<file path="src/rtl/out_fm_st_filter_if.sv">
// rtl/out_fm_st_filter_if.sv - control, FIFO-side and memory-side signals of the tile-store filter
interface out_fm_st_filter_if #(
  parameter int AW = 16,
  parameter int CW = 16,
  parameter int DW = 32
);
  logic          start;
  logic [CW-1:0] tile_base_n;
  logic [CW-1:0] tile_base_row;
  logic [CW-1:0] tile_base_col;
  logic          fifo_empty;
  logic          fifo_pop;
  logic [DW-1:0] data_from_fifo;
  logic          wr_almost_full;
  logic          wr_ena;
  logic [AW-1:0] wr_addr;
  logic [DW-1:0] wr_data;
  logic          busy;
  logic          done;

  modport master (
    output start, tile_base_n, tile_base_row, tile_base_col,
    output fifo_empty, data_from_fifo, wr_almost_full,
    input  fifo_pop, wr_ena, wr_addr, wr_data, busy, done
  );

  modport slave (
    input  start, tile_base_n, tile_base_row, tile_base_col,
    input  fifo_empty, data_from_fifo, wr_almost_full,
    output fifo_pop, wr_ena, wr_addr, wr_data, busy, done
  );
endinterface

</file>
<file path="src/rtl/out_fm_st_filter.sv">
// rtl/out_fm_st_filter.sv - drains one output tile from a FIFO into the feature-map buffer, dropping out-of-map elements
module out_fm_st_filter #(
  parameter int AW = 16,
  parameter int CW = 16,
  parameter int DW = 32,
  parameter int N  = 32,
  parameter int R  = 64,
  parameter int C  = 32,
  parameter int Tn = 16,
  parameter int Tr = 64,
  parameter int Tc = 16
) (
  input logic          clk,
  input logic          rst,
  out_fm_st_filter_if.slave bus
);
  typedef enum logic [1:0] {IDLE, RUN, FLUSH, DONE} state_t;

  state_t        r_state;
  logic [CW-1:0] r_base_n;
  logic [CW-1:0] r_base_row;
  logic [CW-1:0] r_base_col;
  logic [CW-1:0] r_tn;
  logic [CW-1:0] r_tr;
  logic [CW-1:0] r_tc;
  logic          r_wr_ena;
  logic [AW-1:0] r_wr_addr;
  logic          r_busy;
  logic          r_done;

  logic          w_pop;
  logic          w_last_tc;
  logic          w_last_tr;
  logic          w_last_tn;
  logic          w_legal;
  logic [CW:0]   w_n;
  logic [CW:0]   w_row;
  logic [CW:0]   w_col;
  logic [63:0]   w_addr_full;

  assign w_pop = (r_state == RUN) && !bus.fifo_empty && !bus.wr_almost_full;

  assign w_last_tc = (r_tc == CW'(Tc - 1));
  assign w_last_tr = (r_tr == CW'(Tr - 1));
  assign w_last_tn = (r_tn == CW'(Tn - 1));

  // One extra bit so a base near the top of the counter range cannot wrap into the map.
  assign w_n   = {1'b0, r_base_n}   + {1'b0, r_tn};
  assign w_row = {1'b0, r_base_row} + {1'b0, r_tr};
  assign w_col = {1'b0, r_base_col} + {1'b0, r_tc};

  assign w_legal = (w_n < (CW+1)'(N)) && (w_row < (CW+1)'(R)) && (w_col < (CW+1)'(C));

  assign w_addr_full = (64'(w_n) * 64'(R) + 64'(w_row)) * 64'(C) + 64'(w_col);

  always_ff @(posedge clk or posedge rst) begin
    if (rst) begin
      r_state    <= IDLE;
      r_base_n   <= '0;
      r_base_row <= '0;
      r_base_col <= '0;
      r_tn       <= '0;
      r_tr       <= '0;
      r_tc       <= '0;
      r_wr_ena   <= 1'b0;
      r_wr_addr  <= '0;
      r_busy     <= 1'b0;
      r_done     <= 1'b0;
    end else begin
      r_wr_ena <= 1'b0;
      r_done   <= 1'b0;
      case (r_state)
        IDLE: begin
          if (bus.start) begin
            r_base_n   <= bus.tile_base_n;
            r_base_row <= bus.tile_base_row;
            r_base_col <= bus.tile_base_col;
            r_tn       <= '0;
            r_tr       <= '0;
            r_tc       <= '0;
            r_busy     <= 1'b1;
            r_state    <= RUN;
          end
        end
        RUN: begin
          if (w_pop) begin
            // Address and legality describe the element popped now; its data arrives next cycle.
            r_wr_ena  <= w_legal;
            r_wr_addr <= w_addr_full[AW-1:0];
            if (w_last_tc) begin
              r_tc <= '0;
              if (w_last_tr) begin
                r_tr <= '0;
                if (w_last_tn) begin
                  r_tn    <= '0;
                  r_state <= FLUSH;
                end else begin
                  r_tn <= r_tn + CW'(1);
                end
              end else begin
                r_tr <= r_tr + CW'(1);
              end
            end else begin
              r_tc <= r_tc + CW'(1);
            end
          end
        end
        FLUSH: begin
          r_busy  <= 1'b0;
          r_done  <= 1'b1;
          r_state <= DONE;
        end
        DONE: begin
          r_state <= IDLE;
        end
        default: begin
          r_state <= IDLE;
        end
      endcase
    end
  end

  assign bus.fifo_pop = w_pop;
  assign bus.wr_ena   = r_wr_ena;
  assign bus.wr_addr  = r_wr_addr;
  assign bus.wr_data  = r_wr_ena ? bus.data_from_fifo : '0;
  assign bus.busy     = r_busy;
  assign bus.done     = r_done;
endmodule

</file>
<file path="src/flat_wrapper.sv">
// flat-port wrapper written by rule: the top's interface ports become plain ports
module out_fm_st_filter_flat 
#(
  parameter int AW = 16,
  parameter int CW = 16,
  parameter int DW = 32,
  parameter int N  = 32,
  parameter int R  = 64,
  parameter int C  = 32,
  parameter int Tn = 16,
  parameter int Tr = 64,
  parameter int Tc = 16
)
  (clk, rst, bus_start, bus_tile_base_n, bus_tile_base_row, bus_tile_base_col, bus_fifo_empty, bus_data_from_fifo, bus_wr_almost_full, bus_fifo_pop, bus_wr_ena, bus_wr_addr, bus_wr_data, bus_busy, bus_done);
  out_fm_st_filter_if #(.AW(AW), .CW(CW), .DW(DW)) bus_i ();
  input logic clk;
  input logic rst;
  input wire logic [$bits(bus_i.start)-1:0] bus_start;
  input wire logic [$bits(bus_i.tile_base_n)-1:0] bus_tile_base_n;
  input wire logic [$bits(bus_i.tile_base_row)-1:0] bus_tile_base_row;
  input wire logic [$bits(bus_i.tile_base_col)-1:0] bus_tile_base_col;
  input wire logic [$bits(bus_i.fifo_empty)-1:0] bus_fifo_empty;
  input wire logic [$bits(bus_i.data_from_fifo)-1:0] bus_data_from_fifo;
  input wire logic [$bits(bus_i.wr_almost_full)-1:0] bus_wr_almost_full;
  output wire logic [$bits(bus_i.fifo_pop)-1:0] bus_fifo_pop;
  output wire logic [$bits(bus_i.wr_ena)-1:0] bus_wr_ena;
  output wire logic [$bits(bus_i.wr_addr)-1:0] bus_wr_addr;
  output wire logic [$bits(bus_i.wr_data)-1:0] bus_wr_data;
  output wire logic [$bits(bus_i.busy)-1:0] bus_busy;
  output wire logic [$bits(bus_i.done)-1:0] bus_done;
  assign bus_i.start = bus_start;
  assign bus_i.tile_base_n = bus_tile_base_n;
  assign bus_i.tile_base_row = bus_tile_base_row;
  assign bus_i.tile_base_col = bus_tile_base_col;
  assign bus_i.fifo_empty = bus_fifo_empty;
  assign bus_i.data_from_fifo = bus_data_from_fifo;
  assign bus_i.wr_almost_full = bus_wr_almost_full;
  assign bus_fifo_pop = bus_i.fifo_pop;
  assign bus_wr_ena = bus_i.wr_ena;
  assign bus_wr_addr = bus_i.wr_addr;
  assign bus_wr_data = bus_i.wr_data;
  assign bus_busy = bus_i.busy;
  assign bus_done = bus_i.done;
  out_fm_st_filter #(.AW(AW), .CW(CW), .DW(DW), .N(N), .R(R), .C(C), .Tn(Tn), .Tr(Tr), .Tc(Tc)) u_core (.clk(clk), .rst(rst), .bus(bus_i));
endmodule
</file>
<file path="config.mk">
export PLATFORM = sky130hd
export DESIGN_NAME = out_fm_st_filter_flat
export DESIGN_NICKNAME = d
export VERILOG_FILES = /design/src/rtl/out_fm_st_filter_if.sv /design/src/rtl/out_fm_st_filter.sv /design/src/flat_wrapper.sv
export SDC_FILE = /design/constraint.sdc
export NUM_CORES = 1
export LEC_CHECK = 0
export CORE_MARGIN = 2
export CORE_UTILIZATION = 55
export CTS_BUF_LIST = sky130_fd_sc_hd__clkbuf_4 sky130_fd_sc_hd__clkbuf_8
export CTS_CLUSTER_SIZE = 25
export DETAILED_ROUTE_END_ITERATION = 8
export HOLD_SLACK_MARGIN = 0.02
export PLACE_DENSITY = 0.86
export SLEW_MARGIN = 25
export SYNTH_ARGS = -nofsm -noshare
export SYNTH_HDL_FRONTEND = slang
export SYNTH_SLANG_ARGS = --single-unit
</file>
<file path="constraint.sdc">
create_clock -name clk -period 6.3 [get_ports clk]
set_clock_uncertainty 0.1 [all_clocks]
set_input_delay 1.89 -clock clk [delete_from_list [all_inputs] [get_ports clk]]
set_output_delay 1.89 -clock clk [all_outputs]
set_load 0.05 [all_outputs]
</file>
==> results of run 1 <==
## routing by layer
metal	GRT usage	wire length, µm	vias up	part of all wire
met1	0.347	8840	3335	0.45
met5	0	0	-	0
met2	0.430	9060	277	0.46
met3	0.0646	1350	32	0.068
li1	-	-	3413	-
met4	0.0980	546	0	0.028
## kinds of logic after synthesis
group                    Yosys count  synth area share
flip-flops                       117             0.363
XOR/XNOR                          62            0.0690
buffers and inverters             61            0.0296
AND/OR/NAND/NOR                  310             0.194
multiplexers                      54            0.0749
adder cells (fa/ha/maj)           73             0.118
AO/OA/AOI/OAI                    195             0.152
## worst max-delay path: stages
cell and delay (ps):
clkdlybuf4s50_1 490, and2_1 130, clkdlybuf4s50_1 800
## power breakdown
part           switching, mW  total [mW]  internal, mW
Sequential            0.0389       0.822         0.783
Clock                  0.324       0.780         0.455
Combinational          0.150       0.272         0.122
## flip-flops by register name, summed over array words and instances (netlist names)
name / count
u_core.bus.busy: 1
u_core.bus.done: 1
u_core.bus.wr_addr: 16
u_core.bus.wr_ena: 1
u_core.r_base_col: 16
u_core.r_base_n: 16
u_core.r_base_row: 16
u_core.r_state: 2
u_core.r_tc: 16
u_core.r_tn: 16
u_core.r_tr: 16
## metrics by stage
step,util,hold WS (ps),worst slack [ps]
after floorplan,-,384,1210
after global placement,0.667,362,963
after detailed placement,0.667,365,966
after CTS,0.698,382,963
after global routing,0.698,416,951
final,0.698,378,994
## cell type report
type / instances / share of cell area
clock buffer: 20 / 0.0267
clock inverter: 12 / 0.0176
inverter: 39 / 0.0148
multi-input combinational: 694 / 0.488
sequential: 117 / 0.291
tap: 184 / 0.0229
timing repair buffer: 142 / 0.139
## worst paths after layout
| check | depth (start not counted) | endpoint | from |
|---|---|---|---|
| setup / recovery | 3 | bus_wr_data[0] | bus_data_from_fifo[0] |
| setup reg to reg | 18 | u_core.bus.wr_addr[15] | u_core.r_tr[0] |
| min in group asynchronous | 2 | u_core.r_base_row[2] | rst |
| hold / removal | 2 | u_core.bus.wr_addr[5] | u_core.bus.wr_addr[5] |
| max in group asynchronous | 3 | u_core.r_base_col[12] | rst |
| hold reg to reg | 2 | u_core.bus.wr_addr[5] | u_core.bus.wr_addr[5] |
## cells in the mapped netlist, drive strengths merged (3+ instances only)
library cell and n:
dfrtp 117, or2 3, a41oi 3, o21ai 63, a211oi 7, nor4 12
fa 5, or3 13, mux2 51, inv 38, o31ai 3, xnor2 29
a31oi 6, o21a 5, a21o 12, o21bai 5, o211ai 5, o22ai 3
a211o 3, nor3 17, nor2 72, buf 4, a21boi 3, and3 13
xor2 32, ha 68, a21oi 54, nand2b 9, clkbuf 18, nand3 27
nor4b 3, mux2i 3, nor2b 6, nand2 77, and2 34, nand4 15
==> impl_metrics.yaml, run 1 <==
global_route:
  grt_pass1_vias: 6859
  grt_max_degree: 57
  antenna_found_initial: 0
  grt_pass1_wl_um: 33600
  gr-total-overflow: 0
  track_usage: 0.265
placed_design:
  place_hpwl_um: 14900
  gp_congestion: 0.954
  port_buffers: 136
  dpl_cell_area_um2: 9620
  placed_cells: 1176
finish:
  final_common_cell: "clkdlybuf4s50_1"
  stdcell_area_um2: 10100
  area_delta_synth_final_pct: 24.8
  multi_input_area_um2: 4910
  layout.nets: 1169
  final_cells: 1208
  final_cell_mix: "clkdlybuf4s50_1, dfrtp_1, nand2_1, nor2_1, ha_1"
  nFillCells: 1132
  drive_above_1_share: 0.104
  register_area_um2: 2930
  diodes: 0
power_and_ir_drop:
  p_leak_nw: 4.73
  p_per_area_nw_per_um2: 186
  peakVddDrop_mv: 0.151
  p_total_mw: 1.87
timing:
  fin_tns_setup_ps: 0
  hold_viol: 0
  timing.fmax_mhz: 188
  drv_slew: 0
  worstMarginPinSlew_ps: 742
  rsz0062_at_grt: "false"
  fin_crit_ps: 5310
  setup_viol: 0
  slew-limit-headroom: 0.499
  period_share: 0.842
setup_path:
  cp.arrival_ps: 3320
  cp-start-kind: "primary input"
  rrSetupSlack_ps: 1760
  worst-path-max-fanout: 1
  criticalPathCategory: "in -> out"
  endpoint_kind: "output port"
  worstPathRequired_ps: 4310
route:
  avgViaCountPerCell: 5.84
  drc: 0
  drt_pre_antenna_iters: 5
  num_vias: 7057
  drtAntennaViolNets: 0
  wire_per_inst_um: 16.4
  drt_iter0_drc: 602
  wl_um: 19800
floorplanning:
  chipHeight_um: 125
  die_x_um: 125
  rows: 44
  top_level_ports: 137
  die_area_um2: 15700
  initial_core_util: 0.560
  core_um2: 14400
logic_synthesis:
  synth_cell_type_count: 70
  synth.net_count: 1030
  ys_async_sr_fraction: 1.00
  synth_area_leaders: "dfrtp_1, ha_1, mux2_2"
  synth_largest_area_cell: "dfrtp_1"
  synth-seq-area-share: 0.363
  ys_warn_count: 0
  synth_cells: 872
  synth_edf_count: 0
  postSynthAreaPerCell_um2: 9.25
  ys_ff_latch: 117
  ys.flop_type: "dfrtp_1"
  synthDominantCellAreaShare: 0.363
  netlist_area_um2: 8070
cts:
  post_cts_resized: 0
  post_cts.repair.setup_buffers: 0
  clock-sinks: 117
  ctsHoldBuffers: 0
  root_buffer: "clkbuf_8"
  cts_buffer_depth: 2
  clk_latency_ps: 470
  h-tree-depth: 4
  cts_tree: "done"
  cts_buffers: 17
  path_clk_slew_ps: 70
status:
  status: "finished, final reports clean"
hold_path:
  hold_path_class: "reg -> reg"
run:
  maxCapViolCount: 0
No activity file was read; power rests on OpenSTA's default activity.
==> inputs of run 2 (changes only) <==
Settings changed: CORE_UTILIZATION 55 to 50, PLACE_DENSITY 0.86 to 0.83.
Clock period 6.3 ns to 4.7 ns, I/O delays scaled along.
==> run 2 against run 1 <==
Sequential power grew 34%. Sequential share of layout area down 0.14 points. Cell count is 2.7% higher. Cell area grew 0.48%. Core utilization decreased by 5.9 points. Register-to-register slack lost 1400 ps. Via count barely moved. Non-clock buffer count grew 1.
==> impl_metrics.yaml, run 2 (same netlist as run 1, synthesis figures left out) <==
placed_design:
  port_buffers: 136
  placed_cells: 1208
  gp_congestion: 0.909
  place_hpwl_um: 15500
  dpl_cell_area_um2: 9680
power_and_ir_drop:
  p_leak_nw: 4.75
  p_per_area_nw_per_um2: 244
  p_total_mw: 2.47
  peakVddDrop_mv: 0.210
finish:
  final_common_cell: "clkdlybuf4s50_1"
  drive_above_1_share: 0.110
  final_cells: 1241
  diodes: 0
  stdcell_area_um2: 10100
  area_delta_synth_final_pct: 25.4
  layout.nets: 1170
  final_cell_mix: "clkdlybuf4s50_1, dfrtp_1, nand2_1, nor2_1, ha_1"
global_route:
  track_usage: 0.241
  gr-total-overflow: 0
  grt_max_degree: 61
  grt_pass1_wl_um: 32200
  antenna_found_initial: 0
  grt_pass1_vias: 6610
floorplanning:
  top_level_ports: 137
  die_x_um: 131
  rows: 46
  core_um2: 15800
  die_area_um2: 17200
  chipHeight_um: 131
  initial_core_util: 0.510
timing:
  slew-limit-headroom: 0.452
  drv_slew: 0
  setup_viol: 0
  timing.fmax_mhz: 228
  worstMarginPinSlew_ps: 813
  period_share: 0.933
  hold_viol: 0
  hold_ws_ps: 384
  fin_crit_ps: 4380
setup_path:
  crit_family: "adder cells"
  worst-path-max-fanout: 4
  cp-start-kind: "flop"
  criticalPathCategory: "reg -> reg"
  crit_chain: "ha_1, fa_1, a21oi_2, o211ai_1, nor2_1, xnor2_1, ha_1, inv_1, fa_1, xnor2_1, ha_1, and3_1, a211o_1, xnor2_1, xnor2_1, xnor2_1, o21ai_1"
  endpoint_kind: "flop"
  worst_path_most_repeated_cell: "xnor2_1"
  worstPathRequired_ps: 4930
  cp_slowest_cell: "dfrtp_1"
  cpPeakStageDelay_ps: 420
  crit_buf_inv: 1
  cp.arrival_ps: 4620
cts:
  clk_latency_ps: 460
  h-tree-depth: 4
  ctsHoldBuffers: 0
  cts_buffer_depth: 2
  root_buffer: "clkbuf_8"
  clock-sinks: 117
  path_clk_slew_ps: 80
  cts_buffers: 17
  cts_tree: "done"
route:
  avgViaCountPerCell: 5.68
  drc: 0
  num_vias: 7052
  drt_pre_antenna_iters: 7
  wire_per_inst_um: 16.1
  drt_iter0_drc: 497
  drtAntennaViolNets: 0
  wl_um: 20000
run:
  maxCapViolCount: 0
status:
  status: "finished, final reports clean"
hold_path:
  hold_path_class: "reg -> reg"
==> run 2: final timing paths <==
kind	start	to	slack [ps]	cells past startpoint
min	u_core.bus.wr_addr[2]	u_core.bus.wr_addr[2]	380	2
min reg2reg	u_core.bus.wr_addr[2]	u_core.bus.wr_addr[2]	380	2
max in group asynchronous	rst	u_core.bus.wr_addr[14]	2570	3
min in group asynchronous	rst	u_core.r_tc[11]	1190	2
max	u_core.r_tr[0]	u_core.bus.wr_addr[15]	320	17
max reg2reg	u_core.r_tr[0]	u_core.bus.wr_addr[15]	320	17
==> run 2: worst min-delay path, stage by stage (launching register included) <==
cell and delay, ps:
dfrtp_1 350, nand2_1 50, o21ai_0 60
==> run 2: final cells by class <==
class | count | area [µm²]
clock buffer | 18 | 248
clock inverter | 14 | 176
fill | 1289 | 5710
inverter | 39 | 149
multi-input combinational | 694 | 4920
sequential | 117 | 2930
tap | 216 | 270
timing repair buffer | 143 | 1430
==> run 2: timing repair <==
| item | in CTS | in global routing |
|---|---|---|
| endpoints found under the setup margin | 0 | 1 |
| setup buffers | 0 | 1 |
| resized for setup | 0 | 3 |
==> run 2: stage by stage <==
| step | setup TNS [ps] | worst slack [ps] | util |
|---|---|---|---|
| 6_report | 0 | 317 | 0.639 |
| 4_1_cts | 0 | 200 | 0.638 |
| 3_3_place_gp | 0 | 365 | 0.611 |
| 2_1_floorplan | 0 | 89.2 | - |
| 5_1_grt | -35.0 | -35.0 | 0.639 |
| 3_5_place_dp | 0 | 265 | 0.611 |
==> run 2: layer usage <==
| layer | up-vias | wire (µm) | GRT usage |
|---|---|---|---|
| met5 | - | 0 | 0 |
| met4 | 0 | 572 | 0.0926 |
| met3 | 34 | 1490 | 0.0542 |
| met2 | 273 | 9160 | 0.393 |
| met1 | 3323 | 8790 | 0.314 |
| li1 | 3422 | - | - |
==> run 2: where the power goes <==
part	switching [mW]	internal [mW]
registers	0.0541	1.05
clock network	0.454	0.543
logic	0.201	0.167
==> inputs of run 3 (changes only) <==
Settings changed: ABC_AREA from default to 1, CORE_UTILIZATION 50 to 51.
==> run 3 against run 2 <==
Critical path depth shrank 13. Synthesized cell count rose by 48%. Largest cell class unchanged. Register-to-register slack better by 380 ps. Cell count is 34% higher. Via count rose by 24%. Non-clock buffer count is 1 higher. Sequential share of layout area down 1.9 points. Hold slack better by 1.3 ps. Global-route usage grew 1.8 points. Combinational power rose to 9.1 times the previous value. Count of clock-buffer cells in the layout unchanged.
==> impl_metrics.yaml, run 3 <==
setup_path:
  reg2reg_from: "u_core.r_tr[2]"
  worstPathRequired_ps: 3190
  cp-start-kind: "primary input"
  crit_chain: "clkdlybuf4s50_1, nand2_1, inv_1, clkdlybuf4s50_1"
  crit_path_start: "bus_data_from_fifo[24]"
  criticalPathCategory: "in -> out"
  cpPeakStageDelay_ps: 800
  cp_slowest_cell: "clkdlybuf4s50_1"
  r2r-end: "u_core.bus.wr_addr[15]"
  crit_end: "bus_wr_data[24]"
  cp.arrival_ps: 2820
  worst-path-max-fanout: 1
  worst_path_most_repeated_cell: "clkdlybuf4s50_1"
  rr_worst_depth: 20
  endpoint_kind: "output port"
  rrSetupSlack_ps: 700
cts:
  clock-sinks: 117
  cts_buffers: 17
  root_buffer: "clkbuf_8"
  cts_buffer_depth: 2
  path_clk_slew_ps: 70
  post_cts.repair.setup_buffers: 0
  post_cts_resized: 0
  ctsHoldBuffers: 0
  clk_latency_ps: 460
  cts_tree: "done"
  h-tree-depth: 4
logic_synthesis:
  postSynthAreaPerCell_um2: 6.77
  synth_edf_count: 0
  synth.net_count: 1452
  ys_ff_latch: 117
  synth_cells: 1294
  synth_largest_area_cell: "dfrtp_1"
  synth-seq-area-share: 0.334
  yosys.area_share.simple: 0.338
  synth_compound_area_frac: 0.0897
  synth_area_leaders: "dfrtp_1, nand2_1, ha_1"
  ys.flop_type: "dfrtp_1"
  synthMuxAreaShare: 0
  synth_top_family_by_area: "simple AND/OR/NAND/NOR gates"
  synth_cell_type_count: 48
  synth.most_common_cell: "nand2_1"
  netlist_area_um2: 8760
  synthXorXnorAreaFrac: 0.0350
  synthDominantCellAreaShare: 0.334
  ys_warn_count: 0
  ys_async_sr_fraction: 1.00
  synth_common_cells: "nand2_1, inv_1, dfrtp_1"
  yosys.area_share.adder: 0.109
route:
  drtAntennaViolNets: 0
  num_vias: 8748
  drc: 0
  avgViaCountPerCell: 5.24
  drt_pre_antenna_iters: 6
  drt_iter0_drc: 796
  wl_um: 22500
  wire_per_inst_um: 13.5
global_route:
  grt_pass1_vias: 8274
  use_met3: 0.0642
  grtUsageMet1: 0.342
  use_met2: 0.418
  antenna_found_initial: 0
  grt_busiest_layer: "met2"
  gr-total-overflow: 0
  track_usage: 0.259
  grt_max_degree: 70
  grt_pass1_wl_um: 37900
floorplanning:
  core_um2: 16700
  rows: 47
  top_level_ports: 137
  initial_core_util: 0.525
  die_area_um2: 18200
  chipHeight_um: 135
  die_x_um: 135
finish:
  final_common_cell: "nand2_1"
  final_cell_mix: "nand2_1, inv_1, clkdlybuf4s50_1, dfrtp_1, nor2_1"
  diodes: 0
  drive_above_1_share: 0.0463
  area_delta_synth_final_pct: 23.7
  layout.nets: 1593
power_and_ir_drop:
  comb_power_share: 0.558
  seq_power_share: 0.257
  p_leak_nw: 5.91
  sw_frac_of_total: 0.472
  power_frac_clock: 0.185
  p_total_mw: 6.01
  p_int_mw: 3.18
  p_per_area_nw_per_um2: 555
  peakVddDrop_mv: 0.412
  p_sw_mw: 2.84
status:
  status: "finished, final reports clean"
timing:
  timing.fmax_mhz: 231
  drv_slew: 0
  period_share: 0.922
  slew-limit-headroom: 0.399
  fin_tns_setup_ps: 0
  rsz0062_at_grt: "false"
  fin_crit_ps: 4330
  hold_viol: 0
  worstMarginPinSlew_ps: 901
  setup_viol: 0
hold_path:
  hold_path_class: "reg -> reg"
placed_design:
  port_buffers: 136
  place_hpwl_um: 17600
  gp_congestion: 0.947
run:
  maxCapViolCount: 0
-- run 3: changes by cell type after synthesis, moves of 32 or more --
cell / before / now
nand2_1: 77 / 463
nand3_1: 27 / 80
and2_1: 34 / 1
inv_1: 36 / 186
nor2_1: 71 / 103
mux2_2: 51 / 0
-- run 3: power groups by stage --
stage	Combinational [mW]	Clock (mW)	Sequential [mW]
global placement	3.26	0	1.55
detailed placement	3.32	0	1.56
CTS	3.34	1.13	1.55
global route	3.81	1.17	1.58
floorplan	2.25	0	1.72
finish	3.36	1.11	1.55
-- run 3: logic make-up (layout without fill, tap and decap cells) --
kind of cell | after synthesis | count (layout)
compound gates | 139 | 139
xor+xnor | 35 | 35
fa+ha+maj | 73 | 73
buf+inv | 215 | 369
flops | 117 | 117
simple gates | 715 | 715
-- run 3: stage by stage --
stage | worst slack [ps] | cells | hold WS [ps] | util | cell area [µm²]
4_1_cts | 355 | 1668 | 391 | 0.649 | 10800
6_report | 367 | 1668 | 385 | 0.649 | 10800
2_1_floorplan | 89.2 | 1294 | 353 | - | 8760
3_5_place_dp | 361 | 1636 | 370 | 0.620 | 10400
3_3_place_gp | 363 | 1636 | 367 | 0.620 | 10400
5_1_grt | 292 | 1668 | 403 | 0.649 | 10800
-- run 3: cell type report --
class	count	area, µm²
repair buffers	144	1430
well taps	220	275
clock buffers	18	248
fillers	1480	5870
flip-flops and latches	117	2930
multi-input cells	962	5010
clock inverters	14	223
inverters	193	727
-- run 3: critical path, delay by kind of cell --
family	cells	cell delay, ps
buffers and inverters	3	1350
AND/OR/NAND/NOR	1	70
-- run 3: how the worst min path moves through the flow --
stage	depth (start not counted)	startpoint	slack (ps)	to
floorplan	2	u_core.r_base_col[0]	350	u_core.r_base_col[0]
global route	2	u_core.bus.wr_addr[5]	400	u_core.bus.wr_addr[5]
global placement	2	u_core.bus.wr_addr[11]	370	u_core.bus.wr_addr[11]
CTS	2	u_core.r_base_col[2]	390	u_core.r_base_col[2]
detailed placement	2	u_core.r_base_col[2]	370	u_core.r_base_col[2]
finish	2	u_core.bus.wr_addr[4]	380	u_core.bus.wr_addr[4]
-- run 3: metal layers --
layer,vias to the layer above,wire length [µm]
met4,0,516
met5,-,0
met2,354,10100
li1,4412,-
met1,3945,10000
met3,37,1920
